### config.mk
export PLATFORM = sky130hd
export DESIGN_NAME = fp_add_arbiter_flat
export DESIGN_NICKNAME = d
export VERILOG_FILES = /design/src/rtl/fp_add_arb_pkg.sv /design/src/rtl/fp_add_arbiter_if.sv /design/src/rtl/rr_arbiter.sv /design/src/rtl/fp_add_arbiter.sv /design/src/flat_wrapper.sv
export SDC_FILE = /design/constraint.sdc
export NUM_CORES = 1
export LEC_CHECK = 0
export ABC_AREA = 1
export CAP_MARGIN = 10
export CORE_AREA = 2 2 157 159
export CTS_BUF_LIST = sky130_fd_sc_hd__clkbuf_4
export CTS_CLUSTER_SIZE = 20
export DETAILED_ROUTE_END_ITERATION = 8
export DIE_AREA = 0 0 159 161
export PLACE_DENSITY_LB_ADDON = 0.3
export RECOVER_POWER = 50
export SYNTH_ARGS = -nofsm -noshare
export SYNTH_HDL_FRONTEND = slang
export SYNTH_SLANG_ARGS = --single-unit
### constraint.sdc
create_clock -name clk_n -period 5.45 [get_ports clk_n]
set_input_delay 1.635 -clock clk_n [delete_from_list [all_inputs] [get_ports clk_n]]
set_output_delay 1.635 -clock clk_n [all_outputs]
set_load 0.1 [all_outputs]
### src/rtl/fp_add_arb_pkg.sv
// Shared types and field widths for the FP32 adder arbiter.
package fp_add_arb_pkg;

  localparam int EXP_W = 8;
  localparam int MAN_W = 23;
  localparam int FP_W  = 1 + EXP_W + MAN_W;

  typedef enum logic [1:0] {
    IDLE  = 2'd0,
    EXEC1 = 2'd1,
    EXEC2 = 2'd2,
    DONE  = 2'd3
  } arbStateT;

endpackage

### src/rtl/fp_add_arbiter_if.sv
// Request/result bus and adder hookup for the shared FP32 adder arbiter.
// The arbiter uses the slave modport; clients and the adder sit on master.
interface fp_add_arbiter_if
  import fp_add_arb_pkg::*;
#(
  parameter int NUM_REQ = 4,
  parameter int WIDTH   = FP_W,
  parameter int ID_W    = $clog2(NUM_REQ)
) ();

  logic [NUM_REQ-1:0]       req_valid;
  logic [NUM_REQ-1:0]       req_ready;
  logic [NUM_REQ*WIDTH-1:0] req_a;
  logic [NUM_REQ*WIDTH-1:0] req_b;

  logic [WIDTH-1:0]         add_a;
  logic [WIDTH-1:0]         add_b;
  logic                     add_sign;
  logic [EXP_W-1:0]         add_exp;
  logic [MAN_W-1:0]         add_man;

  logic                     res_valid;
  logic                     res_ready;
  logic [WIDTH-1:0]         res_data;
  logic [ID_W-1:0]          res_id;
  logic                     busy;

  modport slave (
    input  req_valid, req_a, req_b, add_sign, add_exp, add_man, res_ready,
    output req_ready, add_a, add_b, res_valid, res_data, res_id, busy
  );

  modport master (
    output req_valid, req_a, req_b, add_sign, add_exp, add_man, res_ready,
    input  req_ready, add_a, add_b, res_valid, res_data, res_id, busy
  );

endinterface

### src/rtl/rr_arbiter.sv
// Combinational round-robin picker: first asserted request at or above ptr,
// wrapping past N-1 back to 0.
module rr_arbiter #(
  parameter int N    = 4,
  parameter int ID_W = $clog2(N)
) (
  input  logic [N-1:0]    req,
  input  logic [ID_W-1:0] ptr,
  output logic [N-1:0]    gnt,
  output logic [ID_W-1:0] gnt_idx,
  output logic            any
);

  // scan N positions starting at ptr, keep the first hit
  always_comb begin
    int cand;
    gnt     = '0;
    gnt_idx = '0;
    any     = 1'b0;
    cand    = 0;
    for (int i = 0; i < N; i++) begin
      cand = int'(ptr) + i;
      if (cand >= N) cand = cand - N;
      if (!any && req[cand]) begin
        gnt[cand] = 1'b1;
        gnt_idx   = ID_W'(cand);
        any       = 1'b1;
      end
    end
  end

endmodule

### src/rtl/fp_add_arbiter.sv
// Time-shares one 2-stage FP32 adder between NUM_REQ clients.
// State table:
//   IDLE  | waiting for a request; req_ready carries the one-hot grant
//   EXEC1 | operands on add_a/add_b, adder stage 1 captures at cycle end
//   EXEC2 | operands held (stage-2 sign reads them live), result captured
//   DONE  | res_valid high until the consumer takes the result
module fp_add_arbiter
  import fp_add_arb_pkg::*;
#(
  parameter int NUM_REQ = 4,
  parameter int WIDTH   = FP_W,
  parameter int ID_W    = $clog2(NUM_REQ)
) (
  input  logic          clk_n,
  input  logic          rst_n,
  fp_add_arbiter_if.slave bus
);

  arbStateT           state;
  arbStateT           nextState;

  logic [NUM_REQ-1:0] gnt;
  logic [ID_W-1:0]    gntIdx;
  logic               anyReq;

  logic [ID_W-1:0]    rrPtr;
  logic [ID_W-1:0]    idQ;
  logic [WIDTH-1:0]   opA;
  logic [WIDTH-1:0]   opB;
  logic [WIDTH-1:0]   selA;
  logic [WIDTH-1:0]   selB;
  logic [WIDTH-1:0]   resData;
  logic [ID_W-1:0]    resId;

  logic [NUM_REQ-1:0] reqReady;
  logic               handshake;
  logic               isBusy;
  logic               resValid;

  rr_arbiter #(
    .N    (NUM_REQ),
    .ID_W (ID_W)
  ) uArb (
    .req     (bus.req_valid),
    .ptr     (rrPtr),
    .gnt     (gnt),
    .gnt_idx (gntIdx),
    .any     (anyReq)
  );

  // state register
  always_ff @(posedge clk_n or negedge rst_n) begin
    if (!rst_n) state <= IDLE;
    else        state <= nextState;
  end

  // next-state decode
  always_comb begin
    nextState = state;
    unique case (state)
      IDLE:    if (anyReq) nextState = EXEC1;
      EXEC1:   nextState = EXEC2;
      EXEC2:   nextState = DONE;
      DONE:    if (bus.res_ready) nextState = IDLE;
      default: nextState = IDLE;
    endcase
  end

  // state-decoded outputs; grant is masked while reset is held so the
  // handshake lines read zero the moment reset asserts
  always_comb begin
    reqReady  = '0;
    handshake = 1'b0;
    isBusy    = 1'b1;
    resValid  = 1'b0;
    unique case (state)
      IDLE: begin
        isBusy    = 1'b0;
        handshake = anyReq;
        if (rst_n) reqReady = gnt;
      end
      DONE:    resValid = 1'b1;
      default: ;
    endcase
  end

  // mux the granted requester's operands out of the packed buses
  always_comb begin
    selA = '0;
    selB = '0;
    for (int i = 0; i < NUM_REQ; i++) begin
      if (gntIdx == ID_W'(i)) begin
        selA = bus.req_a[i*WIDTH +: WIDTH];
        selB = bus.req_b[i*WIDTH +: WIDTH];
      end
    end
  end

  // latch operands, tag and advance the rotation pointer at the handshake
  always_ff @(posedge clk_n or negedge rst_n) begin
    if (!rst_n) begin
      opA   <= '0;
      opB   <= '0;
      idQ   <= '0;
      rrPtr <= '0;
    end else if (handshake) begin
      opA   <= selA;
      opB   <= selB;
      idQ   <= gntIdx;
      rrPtr <= (gntIdx == ID_W'(NUM_REQ-1)) ? '0 : gntIdx + ID_W'(1);
    end
  end

  // capture adder output at the end of the second execute cycle
  always_ff @(posedge clk_n or negedge rst_n) begin
    if (!rst_n) begin
      resData <= '0;
      resId   <= '0;
    end else if (state == EXEC2) begin
      resData <= WIDTH'({bus.add_sign, bus.add_exp, bus.add_man});
      resId   <= idQ;
    end
  end

  // operand registers feed the adder directly, so add_a/add_b hold their
  // last value between operations
  assign bus.add_a     = opA;
  assign bus.add_b     = opB;
  assign bus.req_ready = reqReady;
  assign bus.res_valid = resValid;
  assign bus.res_data  = resData;
  assign bus.res_id    = resId;
  assign bus.busy      = isBusy;

endmodule

### src/flat_wrapper.sv
// flat-port wrapper written by rule: the top's interface ports become plain ports
module fp_add_arbiter_flat import fp_add_arb_pkg::*;
#(
  parameter int NUM_REQ = 4,
  parameter int WIDTH   = FP_W,
  parameter int ID_W    = $clog2(NUM_REQ)
)
  (clk_n, rst_n, bus_req_valid, bus_req_a, bus_req_b, bus_add_sign, bus_add_exp, bus_add_man, bus_res_ready, bus_req_ready, bus_add_a, bus_add_b, bus_res_valid, bus_res_data, bus_res_id, bus_busy);
  fp_add_arbiter_if #(.NUM_REQ(NUM_REQ), .WIDTH(WIDTH), .ID_W(ID_W)) bus_i ();
  input  logic clk_n;
  input  logic rst_n;
  input wire logic [$bits(bus_i.req_valid)-1:0] bus_req_valid;
  input wire logic [$bits(bus_i.req_a)-1:0] bus_req_a;
  input wire logic [$bits(bus_i.req_b)-1:0] bus_req_b;
  input wire logic [$bits(bus_i.add_sign)-1:0] bus_add_sign;
  input wire logic [$bits(bus_i.add_exp)-1:0] bus_add_exp;
  input wire logic [$bits(bus_i.add_man)-1:0] bus_add_man;
  input wire logic [$bits(bus_i.res_ready)-1:0] bus_res_ready;
  output wire logic [$bits(bus_i.req_ready)-1:0] bus_req_ready;
  output wire logic [$bits(bus_i.add_a)-1:0] bus_add_a;
  output wire logic [$bits(bus_i.add_b)-1:0] bus_add_b;
  output wire logic [$bits(bus_i.res_valid)-1:0] bus_res_valid;
  output wire logic [$bits(bus_i.res_data)-1:0] bus_res_data;
  output wire logic [$bits(bus_i.res_id)-1:0] bus_res_id;
  output wire logic [$bits(bus_i.busy)-1:0] bus_busy;
  assign bus_i.req_valid = bus_req_valid;
  assign bus_i.req_a = bus_req_a;
  assign bus_i.req_b = bus_req_b;
  assign bus_i.add_sign = bus_add_sign;
  assign bus_i.add_exp = bus_add_exp;
  assign bus_i.add_man = bus_add_man;
  assign bus_i.res_ready = bus_res_ready;
  assign bus_req_ready = bus_i.req_ready;
  assign bus_add_a = bus_i.add_a;
  assign bus_add_b = bus_i.add_b;
  assign bus_res_valid = bus_i.res_valid;
  assign bus_res_data = bus_i.res_data;
  assign bus_res_id = bus_i.res_id;
  assign bus_busy = bus_i.busy;
  fp_add_arbiter #(.NUM_REQ(NUM_REQ), .WIDTH(WIDTH), .ID_W(ID_W)) u_core (.clk_n(clk_n), .rst_n(rst_n), .bus(bus_i));
endmodule
* After elaboration in Yosys (flattened, before gate mapping) *
Cells that the tools add are included.

storage, ports and cells
  register bits = 104
  input port bits = 295

cells by class
  eq/ne operators = 8
  reductions and logical operators = 13
  muxes and demuxes = 53
  $add $sub $neg = 8
  order comparisons = 12
  bitwise gates (word level) = 3

operators by type and width
  kind                   number
  $mux W32               12
  $ge A32 B1 Y1 const B  4
  $lt A32 B4 Y1 const B  4
  $mux W4                6
  $mux W1                19
  $mux W2                7
  $or A4 B4 Y4           3
  $sub A3 B3 Y4 const B  3
  $ge A3 B3 Y1 const B   3
  $bmux W1 S2            4
  $demux W1 S2           4
  $eq A2 B2 Y1 const B   4
  $pmux W2 S4            1
  $logic_and A1 B1 Y1    7
  $add A2 B2 Y3 const B  2
  $eq A2 B1 Y1 const B   2
  $logic_not A2 Y1       2
  $sub A2 B3 Y4 const B  1
  $add A2 B1 Y3 const B  1
  $ge A2 B3 Y1 const B   1
  $logic_not A1 Y1       3
  $add A2 B1 Y2 const B  1
  $ne A2 B1 Y1 const B   1
  $ne A2 B2 Y1 const B   1
  $reduce_and A2 Y1      1

* Longest topological paths before layout *
  word-level depth = 20
  mapped depth = 21
  gate-level depth less buffers = 19

* By module *
Synthesis repeated with hierarchy kept, for this count alone.

unflattened totals
  cell total of the unflattened synthesis = 1024
  area total of the unflattened synthesis = 7110.6 sq um

by module, submodules not included
  module          area an instance (sq um)  cells an instance  seq. area each (sq um)  instances
  fp_add_arbiter  6650.1                    947                2602.5                  1
  rr_arbiter      460.4                     77                 0.0                     1

* Worst setup path after synthesis *
No wires, ideal clock.

  path kind = input port to output port
  start = in bus_req_valid[1]
  end = out bus_req_ready[0]
  path buffers = 1
  data arrival time = 3.023 ns
  path slack = 0.792 ns
  stages = 10
  data required time = 3.815 ns
  path through = nand2_1 nand2_2 nand2_4 nand2_2 nor2_1 buf_2 nand3_1 nand3_1 nand2_1 inv_1

between the ends
  longest elaborated chain between the ends = 15
  elaborated cells on any way between the ends = 30

ends and longest elaborated chain
  what                                        RTL line              text
  start, declared                             flat_wrapper.sv:12    input wire logic [$bits(bus_i.req_valid)-1:0] bus_req_valid;
  $bmux W1 S2                                 rr_arbiter.sv:24      if (!any && req[cand]) begin
  $mux W1 (implied by the code) (2 in a row)  rr_arbiter.sv:24
  $mux W1                                     rr_arbiter.sv:24
  $logic_not A1 Y1                            rr_arbiter.sv:24
  $logic_and A1 B1 Y1                         rr_arbiter.sv:24
  $mux W1                                     rr_arbiter.sv:24
  $logic_not A1 Y1                            rr_arbiter.sv:24
  $logic_and A1 B1 Y1                         rr_arbiter.sv:24
  $mux W1                                     rr_arbiter.sv:24
  $logic_not A1 Y1                            rr_arbiter.sv:24
  $logic_and A1 B1 Y1                         rr_arbiter.sv:24
  $mux W4 *                                   rr_arbiter.sv:24
  $mux W4 *                                   fp_add_arbiter.sv:80  if (rst_n) reqReady = gnt;
  $mux W4 *                                   fp_add_arbiter.sv:76  unique case (state)
  end, declared                               flat_wrapper.sv:19    output wire logic [$bits(bus_i.req_ready)-1:0] bus_req_ready;

Every way passes the cells marked *; elsewhere a longest branch is shown, timed or not. The select of a mux whose other input is x is not followed.

* Final worst setup path *
  start = in bus_req_valid[0]
  end = out bus_req_ready[2]

Same word-level chain as after synthesis.

==> results.yml <==
status:
  status: "complete, but fails checks"
  violations: "capacitance limit, slew limit"
sta:
  fmax_mhz: 199.9
  tightest_slew_ns: 3.077
  relSlewSlack_pct: -105.1
  hold_viol_final: 0
  rsz0062_at_grt: "no"
  maxSlewViolCount: 127
  period_needed_ns: 5.003
  fin_tns_setup_ns: 0
  fin_crit_sh_pct: 91.80
  timing.final.ws_setup_ns: 0.4472
  finalSetupViolCount: 0
  finalClockSkew_ns: 0.01277
floorplan:
  dieArea_um2: 25600
  ios: 399
  core_area_um2: 23960
  start_util_pct: 26.61
  die_x_um: 159
  rows: 57
  die_h_um: 161
finish:
  fin_area_um2: 10840
  fin_nets: 1641
  drive_gt1_share_pct: 3.806
  area_delta_synth_final_pct: 70.04
place:
  hpwl_um: 19120
  dpl_cell_area_um2: 10720
  gp_congestion: 0.8458
  dp_slack_ns: 0.4792
  numPortBuffers: 398
hold_path:
  hold_start: "u_core.bus.res_data[29]"
  hp-class: "reg -> reg"
logic_synthesis:
  synthesis.nets: 1279
  post_synth_num_cell_types: 25
  ys_seq_elements: 104
  ys_warn_count: 0
  syn_avg_cell_area_um2: 6.554
  synthesis.instances: 973
  syn_area_um2: 6377
  synth-seq-area-share_pct: 40.81
routing:
  vias: 7513
  ant_nets: 0
  drt_first_iter_violations: 365
  first_pass_iters: 4
  drc: 0
  finalWirelength_um: 25300
  detail_route.vias_per_cell: 4.512
  wl_per_cell_um: 15.19
global_routing:
  grt-ovfl-total: 0
  grt_max_degree: 69
  antenna_found_initial: 1
  grt_pass1_wl_um: 39750
  grt_pass1_vias: 7328
  track_usage_pct: 19.30
worst_setup_path:
  crit_fanout: 5
  setup.worst_path.end_class: "output pin"
  critical_path_class: "in -> out"
  rr_startpoint: "u_core.rrPtr[0]"
  arrival_ns: 3.37
  required_ns: 3.82
  start_kind: "input port"
  crit_start: "bus_req_valid[0]"
clock_network:
  cts_root_buf: "clkbuf_4"
  cts_hold_buf: 0
  cts-htree-levels: 3
  numClockSinks: 104
  ctsResizeCount: 0
  clock_latency_ns: 0.45
  cts_buffers: 9
  ctsLongestPathBuffers: 2
  cts_setup_buffers: 0
  path_clk_slew_ns: 0.14
  cts_tree: "done"
run:
  maxCapViolCount: 2
[registers in the layout (all words and copies together) (netlist names)]
register	count
u_core.state	2
u_core.idQ	2
u_core.bus.add_a	32
u_core.rrPtr	2
u_core.bus.res_id	2
u_core.bus.add_b	32
u_core.bus.res_data	32
[layout make-up]
cell class	instances	area, µm²
clock buffers	11	82.58
fillers	2447	13120
well taps	324	405.4
inverters	25	96.34
clock inverters	5	57.56
diodes	1	2.502
repair buffers	414	4194
multi-input cells	781	3403
flip-flops and latches	104	2603
[metrics by stage]
| stage | hold slack (ns) | instances | utilization [%] |
|---|---|---|---|
| 2_1_floorplan | 0.4492 | 973 | - |
| 5_1_grt | 0.5065 | 1665 | 45.25 |
| 6_report | 0.4844 | 1665 | 45.25 |
| 4_1_cts | 0.4928 | 1664 | 45.32 |
| 3_5_place_dp | 0.4579 | 1648 | 44.73 |
| 3_3_place_gp | 0.4528 | 1648 | 44.73 |
[worst paths after layout]
check	slack, ns	endpoint	depth (start not counted)
worst min-delay path	0.48	u_core.bus.res_data[29]	2
worst min register to register	0.48	u_core.bus.res_data[29]	2
min in group asynchronous	2.28	u_core.bus.res_data[13]	2
max in group asynchronous	1.25	u_core.bus.add_a[9]	3
worst max-delay path	0.45	bus_req_ready[2]	10
worst max register to register	2.00	u_core.bus.add_a[15]	18
[synthesized netlist by cell type]
cell,instances,area (µm²)
buf_1,6,22.52
clkbuf_1,37,138.9
nand2_2,4,25.02
a21boi_0,4,30.03
inv_4,1,6.260
nand4_2,1,12.51
inv_2,3,11.26
nand2_4,3,33.78
nor2_1,4,15.01
buf_6,3,33.78
inv_1,19,71.32
o211ai_1,1,7.510
o21ai_1,18,90.09
buf_2,13,65.06
nand3_2,2,20.02
dfrtp_1,104,2603
nor2_2,1,6.260
buf_4,4,30.03
nand4_1,7,43.79
ha_1,11,137.6
nand2_1,529,1986
a21oi_1,68,340.3
clkinv_1,2,7.510
nand3_1,17,85.08
o21ai_0,111,555.5
[layer usage]
layer	track usage, %	vias up	routed length [µm]
li1	-	3816	-
met1	22.63	3394	10370
met4	4.835	0	357
met5	0	-	0
met3	5.239	26	1894
met2	34.96	277	12680
[logic make-up after synthesis]
group	synth area share, %
AO/OA/AOI/OAI	16.05
AND/OR/NAND/NOR	34.92
flip-flops	40.81
buffers and inverters	6.062
adder cells (fa/ha/maj)	2.158
[critical path, cell delays in order]
cell             delay (ns)
clkdlybuf4s50_1        0.53
nand2_1                0.12
nand3_1                0.12
nand2_1                0.10
nor2_1                 0.28
a21oi_1                0.14
nand3_1                0.11
nand2_1                0.06
inv_1                  0.09
buf_12                 0.18
[placed cells by master, fill, tap and decap left out, drive strengths merged, types with 4 or more instances in the layout]
cell type and count:
nand3 19, a21oi 68, clkdlybuf4s50 381, dfrtp 104, clkinv 5, clkbuf 14
inv 24, nand2 536, ha 11, o21ai 129, buf 18, nor2 5
nand4 8, dlygate4sd3 12, a21boi 4
Power is left out: the tool's default activity adds up to more than one toggle a clock period on the data nets, which glitch-free logic cannot reach.
